===== config.mk =====
export PLATFORM = sky130hd
export DESIGN_NAME = alu_cmd_sequencer
export DESIGN_NICKNAME = d
export VERILOG_FILES = /design/src/rtl/alu_seq_pkg.sv /design/src/rtl/seq_cmd_fifo.sv /design/src/rtl/alu_cmd_sequencer.sv
export SDC_FILE = /design/constraint.sdc
export NUM_CORES = 1
export LEC_CHECK = 0
export CORE_UTILIZATION = 53
export CTS_CLUSTER_DIAMETER = 80
export DETAILED_ROUTE_END_ITERATION = 8
export PLACE_DENSITY = 0.78
export SYNTH_ARGS = -nofsm -noshare
export SYNTH_HDL_FRONTEND = slang
export SYNTH_HIERARCHICAL = 1
export SYNTH_SLANG_ARGS = --single-unit
export TNS_END_PERCENT = 100

===== constraint.sdc =====
create_clock -name clk -period 3.9 [get_ports clk]
set_input_delay 0.78 -clock clk [delete_from_list [all_inputs] [get_ports clk]]
set_output_delay 0.78 -clock clk [all_outputs]
set_load 0.1 [all_outputs]

===== src/rtl/alu_seq_pkg.sv =====
// Shared encodings for the ALU command sequencer: FSM states, opcodes,
// accumulator input-select codes and the opcode-to-output-select decoder.
package alu_seq_pkg;

  typedef enum logic [1:0] {
    S_OFF       = 2'b00,
    S_READY     = 2'b01,
    S_RUN       = 2'b10,
    S_RUN_ERROR = 2'b11
  } seq_state_e;

  localparam logic [2:0] OP_AND = 3'd0;
  localparam logic [2:0] OP_OR  = 3'd1;
  localparam logic [2:0] OP_NOT = 3'd2;
  localparam logic [2:0] OP_XOR = 3'd3;
  localparam logic [2:0] OP_ADD = 3'd4;
  localparam logic [2:0] OP_SUB = 3'd5;
  localparam logic [2:0] OP_MUL = 3'd6;
  localparam logic [2:0] OP_CLR = 3'd7;

  localparam logic [2:0] SEL_PERSIST = 3'b100;
  localparam logic [2:0] SEL_LOAD    = 3'b010;
  localparam logic [2:0] SEL_RESET   = 3'b001;
  localparam logic [2:0] SEL_HOLD    = 3'b000;

  // AND maps to the MSB, MUL to the LSB; CLR selects no output.
  function automatic logic [6:0] op_to_onehot(input logic [2:0] op);
    logic [6:0] oh;
    oh = '0;
    if (op != OP_CLR) begin
      oh[3'd6 - op] = 1'b1;
    end
    return oh;
  endfunction

  function automatic logic op_can_overflow(input logic [2:0] op);
    return (op == OP_ADD) || (op == OP_SUB) || (op == OP_MUL);
  endfunction

endpackage


===== src/rtl/seq_cmd_fifo.sv =====
// Synchronous command queue holding {op, load, a, b}; first-word fall-through
// read so the sequencer can pop and register the head in the same cycle.
module seq_cmd_fifo
  import alu_seq_pkg::*;
#(
  parameter int WIDTH      = 8,
  parameter int FIFO_DEPTH = 4
) (
  input  logic             clk,
  input  logic             rst_n,
  input  logic             push,
  input  logic [2:0]       wr_op,
  input  logic             wr_load,
  input  logic [WIDTH-1:0] wr_a,
  input  logic [WIDTH-1:0] wr_b,
  input  logic             pop,
  output logic [2:0]       rd_op,
  output logic             rd_load,
  output logic [WIDTH-1:0] rd_a,
  output logic [WIDTH-1:0] rd_b,
  output logic             full,
  output logic             empty
);

  localparam int ENTRY_W = 2 * WIDTH + 4;
  localparam int AW      = $clog2(FIFO_DEPTH);
  localparam logic [AW-1:0] PTR_ONE = 1;
  localparam logic [AW:0]   CNT_ONE = 1;
  localparam logic [AW:0]   CNT_MAX = FIFO_DEPTH[AW:0];

  logic [ENTRY_W-1:0] mem_q [FIFO_DEPTH];
  logic [AW-1:0]      wr_ptr_q, wr_ptr_d;
  logic [AW-1:0]      rd_ptr_q, rd_ptr_d;
  logic [AW:0]        count_q, count_d;
  logic               do_push, do_pop;
  logic [ENTRY_W-1:0] head;

  assign full    = (count_q == CNT_MAX);
  assign empty   = (count_q == '0);
  assign do_push = push && !full;
  assign do_pop  = pop && !empty;

  assign head = mem_q[rd_ptr_q];
  assign {rd_op, rd_load, rd_a, rd_b} = head;

  always_comb begin
    wr_ptr_d = wr_ptr_q;
    rd_ptr_d = rd_ptr_q;
    count_d  = count_q;
    if (do_push) wr_ptr_d = wr_ptr_q + PTR_ONE;
    if (do_pop)  rd_ptr_d = rd_ptr_q + PTR_ONE;
    case ({do_push, do_pop})
      2'b10:   count_d = count_q + CNT_ONE;
      2'b01:   count_d = count_q - CNT_ONE;
      default: count_d = count_q;
    endcase
  end

  always_ff @(posedge clk) begin
    if (!rst_n) begin
      wr_ptr_q <= '0;
      rd_ptr_q <= '0;
      count_q  <= '0;
    end else begin
      wr_ptr_q <= wr_ptr_d;
      rd_ptr_q <= rd_ptr_d;
      count_q  <= count_d;
    end
  end

  always_ff @(posedge clk) begin
    if (do_push) begin
      mem_q[wr_ptr_q] <= {wr_op, wr_load, wr_a, wr_b};
    end
  end

endmodule


===== src/rtl/alu_cmd_sequencer.sv =====
// Command stage for the accumulator ALU: queues commands, issues one at a time,
// waits the ALU latency, and hands back result/error over valid/ready.
module alu_cmd_sequencer
  import alu_seq_pkg::*;
#(
  parameter int WIDTH      = 8,
  parameter int FIFO_DEPTH = 4,
  parameter int ALU_LAT    = 2
) (
  input  logic             clk,
  input  logic             rst_n,
  input  logic             cmd_valid,
  output logic             cmd_ready,
  input  logic [2:0]       cmd_op,
  input  logic             cmd_load,
  input  logic [WIDTH-1:0] cmd_a,
  input  logic [WIDTH-1:0] cmd_b,
  output logic [2:0]       alu_in_sel,
  output logic [6:0]       alu_out_sel,
  output logic [WIDTH-1:0] alu_num1,
  output logic [WIDTH-1:0] alu_num2,
  input  logic [WIDTH-1:0] alu_result,
  input  logic             alu_overflow,
  output logic             res_valid,
  input  logic             res_ready,
  output logic [WIDTH-1:0] res_data,
  output logic             res_error,
  output logic [1:0]       state
);

  localparam int CW = $clog2(ALU_LAT + 1);
  localparam logic [CW-1:0] LAT_C = ALU_LAT[CW-1:0];
  localparam logic [CW-1:0] CNT_ONE = 1;

  seq_state_e       state_q, state_d;
  logic [2:0]       in_sel_q, in_sel_d;
  logic [6:0]       out_sel_q, out_sel_d;
  logic [WIDTH-1:0] num1_q, num1_d;
  logic [WIDTH-1:0] num2_q, num2_d;
  logic [2:0]       op_q, op_d;
  logic [CW-1:0]    cnt_q, cnt_d;
  logic             res_valid_q, res_valid_d;
  logic [WIDTH-1:0] res_data_q, res_data_d;
  logic             res_error_q, res_error_d;

  logic             fifo_full, fifo_empty, fifo_pop;
  logic [2:0]       fifo_op;
  logic             fifo_load;
  logic [WIDTH-1:0] fifo_a, fifo_b;
  logic             err_now;

  // Held low through reset so nothing can be queued before the flush completes.
  assign cmd_ready = rst_n && !fifo_full;

  seq_cmd_fifo #(
    .WIDTH      (WIDTH),
    .FIFO_DEPTH (FIFO_DEPTH)
  ) u_fifo (
    .clk     (clk),
    .rst_n   (rst_n),
    .push    (cmd_valid && cmd_ready),
    .wr_op   (cmd_op),
    .wr_load (cmd_load),
    .wr_a    (cmd_a),
    .wr_b    (cmd_b),
    .pop     (fifo_pop),
    .rd_op   (fifo_op),
    .rd_load (fifo_load),
    .rd_a    (fifo_a),
    .rd_b    (fifo_b),
    .full    (fifo_full),
    .empty   (fifo_empty)
  );

  assign err_now = alu_overflow && op_can_overflow(op_q);

  always_comb begin
    state_d     = state_q;
    in_sel_d    = in_sel_q;
    out_sel_d   = out_sel_q;
    num1_d      = num1_q;
    num2_d      = num2_q;
    op_d        = op_q;
    cnt_d       = cnt_q;
    res_valid_d = res_valid_q;
    res_data_d  = res_data_q;
    res_error_d = res_error_q;
    fifo_pop    = 1'b0;

    case (state_q)
      // Present the reset select for exactly one cycle, then go idle.
      S_OFF: begin
        if (in_sel_q == SEL_RESET) begin
          in_sel_d = SEL_HOLD;
          state_d  = S_READY;
        end else begin
          in_sel_d = SEL_RESET;
        end
      end
      S_READY: begin
        in_sel_d = SEL_HOLD;
        if (!res_valid_q && !fifo_empty) begin
          fifo_pop  = 1'b1;
          op_d      = fifo_op;
          out_sel_d = op_to_onehot(fifo_op);
          num1_d    = fifo_a;
          num2_d    = fifo_b;
          if (fifo_op == OP_CLR)  in_sel_d = SEL_RESET;
          else if (fifo_load)     in_sel_d = SEL_LOAD;
          else                    in_sel_d = SEL_PERSIST;
          cnt_d     = LAT_C;
          state_d   = S_RUN;
        end
      end
      S_RUN: begin
        in_sel_d = SEL_HOLD;
        if (res_valid_q) begin
          if (res_ready) begin
            res_valid_d = 1'b0;
            state_d     = S_READY;
          end
        end else if (cnt_q == '0) begin
          res_valid_d = 1'b1;
          if (op_q == OP_CLR) begin
            res_data_d  = '0;
            res_error_d = 1'b0;
          end else begin
            res_data_d  = alu_result;
            res_error_d = err_now;
          end
          if (op_q != OP_CLR && err_now) state_d = S_RUN_ERROR;
        end else begin
          cnt_d = cnt_q - CNT_ONE;
        end
      end
      S_RUN_ERROR: begin
        in_sel_d = SEL_HOLD;
        if (res_ready) begin
          res_valid_d = 1'b0;
          res_error_d = 1'b0;
          in_sel_d    = SEL_RESET;
          state_d     = S_OFF;
        end
      end
      default: state_d = S_OFF;
    endcase
  end

  always_ff @(posedge clk) begin
    if (!rst_n) begin
      state_q     <= S_OFF;
      in_sel_q    <= SEL_HOLD;
      out_sel_q   <= '0;
      num1_q      <= '0;
      num2_q      <= '0;
      op_q        <= '0;
      cnt_q       <= '0;
      res_valid_q <= 1'b0;
      res_data_q  <= '0;
      res_error_q <= 1'b0;
    end else begin
      state_q     <= state_d;
      in_sel_q    <= in_sel_d;
      out_sel_q   <= out_sel_d;
      num1_q      <= num1_d;
      num2_q      <= num2_d;
      op_q        <= op_d;
      cnt_q       <= cnt_d;
      res_valid_q <= res_valid_d;
      res_data_q  <= res_data_d;
      res_error_q <= res_error_d;
    end
  end

  assign alu_in_sel  = in_sel_q;
  assign alu_out_sel = out_sel_q;
  assign alu_num1    = num1_q;
  assign alu_num2    = num2_q;
  assign res_valid   = res_valid_q;
  assign res_data    = res_data_q;
  assign res_error   = res_error_q;
  assign state       = state_q;

endmodule


; ---- Word level (Yosys, flattened, before mapping)
; Memory sizes are Yosys's and may differ from the RTL's. A register that Yosys moved wholly into a read port is not among the register bits.
; Index checks and enable logic that the tools add are counted.
[word_totals]
ram_bits = 80
out_inout_bits = 39
inputBits = 33
memories = 1
regBits = 50
[classes]
n_mux = 37
eq_ne = 23
n_addsub = 6
n_lt_le_gt_ge = 2
n_reduce_logical = 25
bitwise = 1
[mem_list]
columns = name, words, width, rd, rd_clocked_by_memory_dff, write_ports, line_no
row1 = u_fifo.mem_q, 4, 20, 1, 1, 1, seq_cmd_fifo.sv:31  ; logic [ENTRY_W-1:0] mem_q [FIFO_DEPTH];
[ops]
columns = cell, count
row1 = 2-to-1 mux 2 bit, 11
row2 = equality test 3 bit (second input constant), 6
row3 = != test 3 bit (second input constant), 5
row4 = 2-to-1 mux 1 bit, 14
row5 = != test 2 bit (second input constant), 6
row6 = case mux 3 bit (4 select lines), 1
row7 = 2-to-1 mux 3 bit, 3
row8 = logical AND 1 bit, 8
row9 = 2-to-1 mux 8 bit, 1
row10 = case mux 2 bit (4 select lines), 1
row11 = AND reduction 4 bit, 2
row12 = 2-to-1 mux 7 bit, 1
row13 = equality test 2 bit (second input constant), 3
row14 = case mux 3 bit (2 select lines), 1
row15 = AND reduction 6 bit, 1
row16 = nonzero test 2 bit, 3
row17 = adder 2 x 1 -> 2 bit (second input constant), 2
row18 = equality test 2 x 1 -> 1 bit (second input constant), 2
row19 = zero test 2 bit, 2
row20 = < comparator 3 x 4 -> 1 bit (second input constant), 1
row21 = case mux 1 bit (2 select lines), 2
row22 = case mux 2 bit (2 select lines), 1
row23 = AND reduction 2 bit, 2
row24 = adder 3 x 1 -> 3 bit (second input constant), 1
row25 = 11 further kinds, 14

; ---- Longest topological paths before layout
[logic_depth]
depth_word = 9
depth_mapped = 12

; ---- Modules after synthesis
; Netlist, hierarchy kept.
[by_module_without_submodules]
columns = module, area_per_inst_um2, cells_each, n_inst
row1 = seq_cmd_fifo, 3379.5, 158, 1
row2 = alu_cmd_sequencer, 1843.0, 215, 1

; ---- Worst setup path after synthesis
; Ideal clock, no wire load.
[synth_path]
path_kind = in2reg
from = input rst_n
to = register u_fifo.count_q[2]
t_arrival_ns = 3.869
t_required_ns = 3.830
path_stages = 12
setup_time_ns = 0.070
path_buffers = 2
path_slack_ns = -0.039
path_cell_list = clkbuf_1 -> nor2b_1 -> and2_1 -> nor2b_1 -> buf_2 -> inv_2 -> ha_1 -> inv_1 -> fa_1 -> xor2_1 -> or3_1 -> a21boi_1
[synth_between]
elab_chain_len = 5
[synth_lines]
columns = element, line_no
row1 = start: declaration, alu_cmd_sequencer.sv:11  ; input logic rst_n,
row2 = logical AND 1 bit (*), alu_cmd_sequencer.sv:53  ; assign cmd_ready = rst_n && !fifo_full;
row3 = named net cmd_ready, alu_cmd_sequencer.sv:13  ; output logic cmd_ready,
row4 = logical AND 1 bit (*), alu_cmd_sequencer.sv:61  ; .push (cmd_valid && cmd_ready),
row5 = logical AND 1 bit (*), seq_cmd_fifo.sv:40  ; assign do_push = push && !full;
row6 = equality test 2 x 1 -> 1 bit or equality test 2 bit (tied branches), seq_cmd_fifo.sv:52  ; case ({do_push, do_pop})
row7 = case mux 3 bit (2 select lines) or nonzero test 2 bit (tied branches), n/a
row8 = end signal: assignment, seq_cmd_fifo.sv:67  ; count_q <= count_d;
row9 = end: declaration, seq_cmd_fifo.sv:34  ; logic [AW:0] count_q, count_d;
; The timed path passes the listed nets; every way through them passes the cells marked *.
; A chain may end at the register's enable or synchronous reset.

; ---- Worst setup path in the final report
[layout_path]
from = register state_q[1] (netlist: state[1])
to = output state[1]
[layout_lines]
columns = element, line_no
row1 = start: declaration, alu_cmd_sequencer.sv:35  ; seq_state_e state_q, state_d;
row2 = start signal: assignment, alu_cmd_sequencer.sv:162  ; state_q <= state_d;
row3 = end: declaration, alu_cmd_sequencer.sv:28  ; output logic [1:0] state
; No word-level cell between the ends.

==> qor.yml <==
status: "finished, final reports clean"
syn_to_final_growth_pct: 27.3
cts.sinks: 132
met1_length_um: 3970
final_cell_mix: "80 x edfxtp_1, 70 x clkdlybuf4s50_1, 69 x nand2_1, 52 x dfxtp_1, 21 x a21boi_1"
grt_max_degree: 51
num_rows: 35
setup_viol: 0
grt_pass1_vias: 3269
critical_path_class: "flop to output port"
drt_iter0_markers: 212
cp_slowest_cell: "clkdlybuf4s50_1"
die_h_um: 101
htree_num_levels: 4
slew_violations: 0
path_buf_inv: 1
worstPathRequired_ps: 3120
synth_area_leaders: "edfxtp_1 46%, dfxtp_1 20%, mux4_2 8.6%, nand2_1 5.0%, a21boi_1 3.0%"
yosysSeqAreaShare_pct: 65.9
synth_area_um2: 5220
routed.top_layer: "met4"
final_common_cell: "edfxtp_1"
synth_cell_types: 44
antennaDiodeCount: 0
hold_buffers: 0
crit_fanout: 14
fin_skew_ps: 9.84
max_slew.worst_pin.slew_ps: 989
drc: 0
period_minus_slack_ps: 3070
grt-ovfl-total: 0
ff2ff_path_depth: 9
worstSetupEndpointType: "output port"
critPathLaunchType: "flop"
cp_top_family: "buffers and inverters"
hold-path-endpoint: "alu_out_sel[2]"
finalCritPeriodShare_pct: 78.6
dr_wl_met3_um: 724
cts_tree: "done"
min_from: "alu_out_sel[2]"
hp-class: "flop to flop"
cts_max_path_buffers: 2
power_mw: 3.42
vias: 3152
synth_edf_count: 80
synth_compound_gate_area_share_pct: 7.59
drt_pass1_iterations: 5
clkLatencyLatePin_ps: 520
fmax_mhz: 326
r2r_slack_ps: 990
wl_met2_um: 5260
synthArstFlopShare_pct: 0
rsz0062_at_grt: "false"
coreArea_um2: 9370
synth-main-ff-cell: "edfxtp_1"
antenna_left: 0
dieWidth_um: 101
numCtsBuffers: 17
clock-root-buffer: "clkbuf_8"
synth_top_area_share_pct: 46.0
synth_top_family_by_area: "simple AND/OR/NAND/NOR gates"
clkTransAtPathRegs_ps: 60
synth_area_per_cell_um2: 14.0
grt_pass1_wl_um: 16200
ys_warn_count: 6
vias_per_cell: 5.32
synth-simple-area-share_pct: 11.0
netlist_instances: 373
r2r-start: "state[0]"
gp_congestion: 0.789
synth_top_cell_by_area: "edfxtp_1"
nets: 494
peakVddDrop_mv: 0.340
synth_seq_cells: 132
tns_ps: 0
cts_resized: 0
crit_chain: "clkdlybuf4s50_1"
synthMuxAreaShare_pct: 9.20
antenna_found_initial: 0
hold_viol_final: 0
start_util_pct: 55.7
worstHoldPathCells: 2
maxSlewHeadroom_pct: 33.9
maxCapViolCount: 0
ios: 72
max_stage_delay_ps: 1210
dieArea_um2: 10300
synthXorXnorAreaFrac_pct: 0.671
drt-wirelength-per-cell_um: 17.0
routed_wl_um: 10100
syn-num-nets: 415
drive_gt1_share_pct: 15.1
critPathArrivalTime_ps: 2290
dp_hpwl_um: 6090
portBuffers: 71
r2r-end: "u_fifo/count_q[2]"
postCtsSetupBuffers: 0
leakagePower_nw: 2.21
grt_use_total_pct: 21.8
yosys.area_share.adder_pct: 2.30
powerDensity_nw_per_um2: 515
-- registers in the layout, summed over array words and instances, names as in the netlist, named ones only --
name,flops
alu_num2,8
u_fifo/count_q,3
alu_num1,8
op_q,3
alu_in_sel,3
u_fifo/wr_ptr_q,2
u_fifo/rd_ptr_q,2
state,2
res_error,1
alu_out_sel,7
res_valid,1
res_data,8
u_fifo/mem_q,80
cnt_q,2
-- how the worst max path moves through the flow --
stage,start,to,slack [ps],depth (start not counted)
after detailed placement,rst_n,u_fifo/count_q[2],760,12
after global routing,state[1],state[1],720,1
after global placement,rst_n,u_fifo/count_q[2],790,12
after floorplan,rst_n,u_fifo/count_q[2],520,12
after CTS,state[1],state[1],800,1
final,state[1],state[1],830,1
-- kinds of logic (layout without fill, tap and decap cells) --
logic type	count (synthesis)	count (layout)
xor gates and xnor gates	4	4
DFF	132	132
adders and majority gates	9	9
buffers and inverters	31	122
muxes	23	23
and+or+nand+nor	117	117
AOI/OAI and AO/OA	57	57
-- cell usage after synthesis, types with 3 or more instances --
master	n
edfxtp_1	80
nand2_1	69
dfxtp_1	52
a21boi_1	21
mux4_2	20
nand3_1	13
a21boi_0	11
and2_1	9
clkbuf_1	9
inv_1	9
o21ai_0	9
ha_1	8
buf_6	6
nor2b_1	5
o21ai_1	5
nor3b_1	4
a21oi_1	3
buf_2	3
mux2i_1	3
-- through the flow --
step / utilization (%) / area, um2 / hold WS [ps] / std cells / setup WS [ps]
after CTS: 70.9 / 6650 / 455 / 593 / 805
after detailed placement: 64.5 / 6040 / 442 / 562 / 761
after global routing: 70.9 / 6650 / 474 / 593 / 724
after floorplan: - / 5230 / 448 / 373 / 516
after global placement: 64.5 / 6040 / 434 / 562 / 791
final: 70.9 / 6650 / 451 / 593 / 833
-- area by class of cell --
type	count	area, um2
Tap cell	129	161
Multi-Input combinational cell	210	1610
Inverter	11	41.3
Clock buffer	18	418
Clock inverter	13	185
Sequential cell	132	3440
Timing Repair Buffer	80	788
Fill cell	636	2730
-- power breakdown --
group,internal (mW),switching [mW],leakage (nW)
clock network,1.03,0.567,0.291
registers,1.52,0.0221,1.15
logic,0.104,0.182,0.777
total,2.65,0.771,2.21
-- metal layers --
metal  GRT usage [%]  vias to the layer above
met5               0                        -
met4            7.92                        0
met3            7.45                       12
met2            38.3                      111
met1            24.9                     1517
li1                -                     1512
No activity file was read; power rests on OpenSTA's default activity.
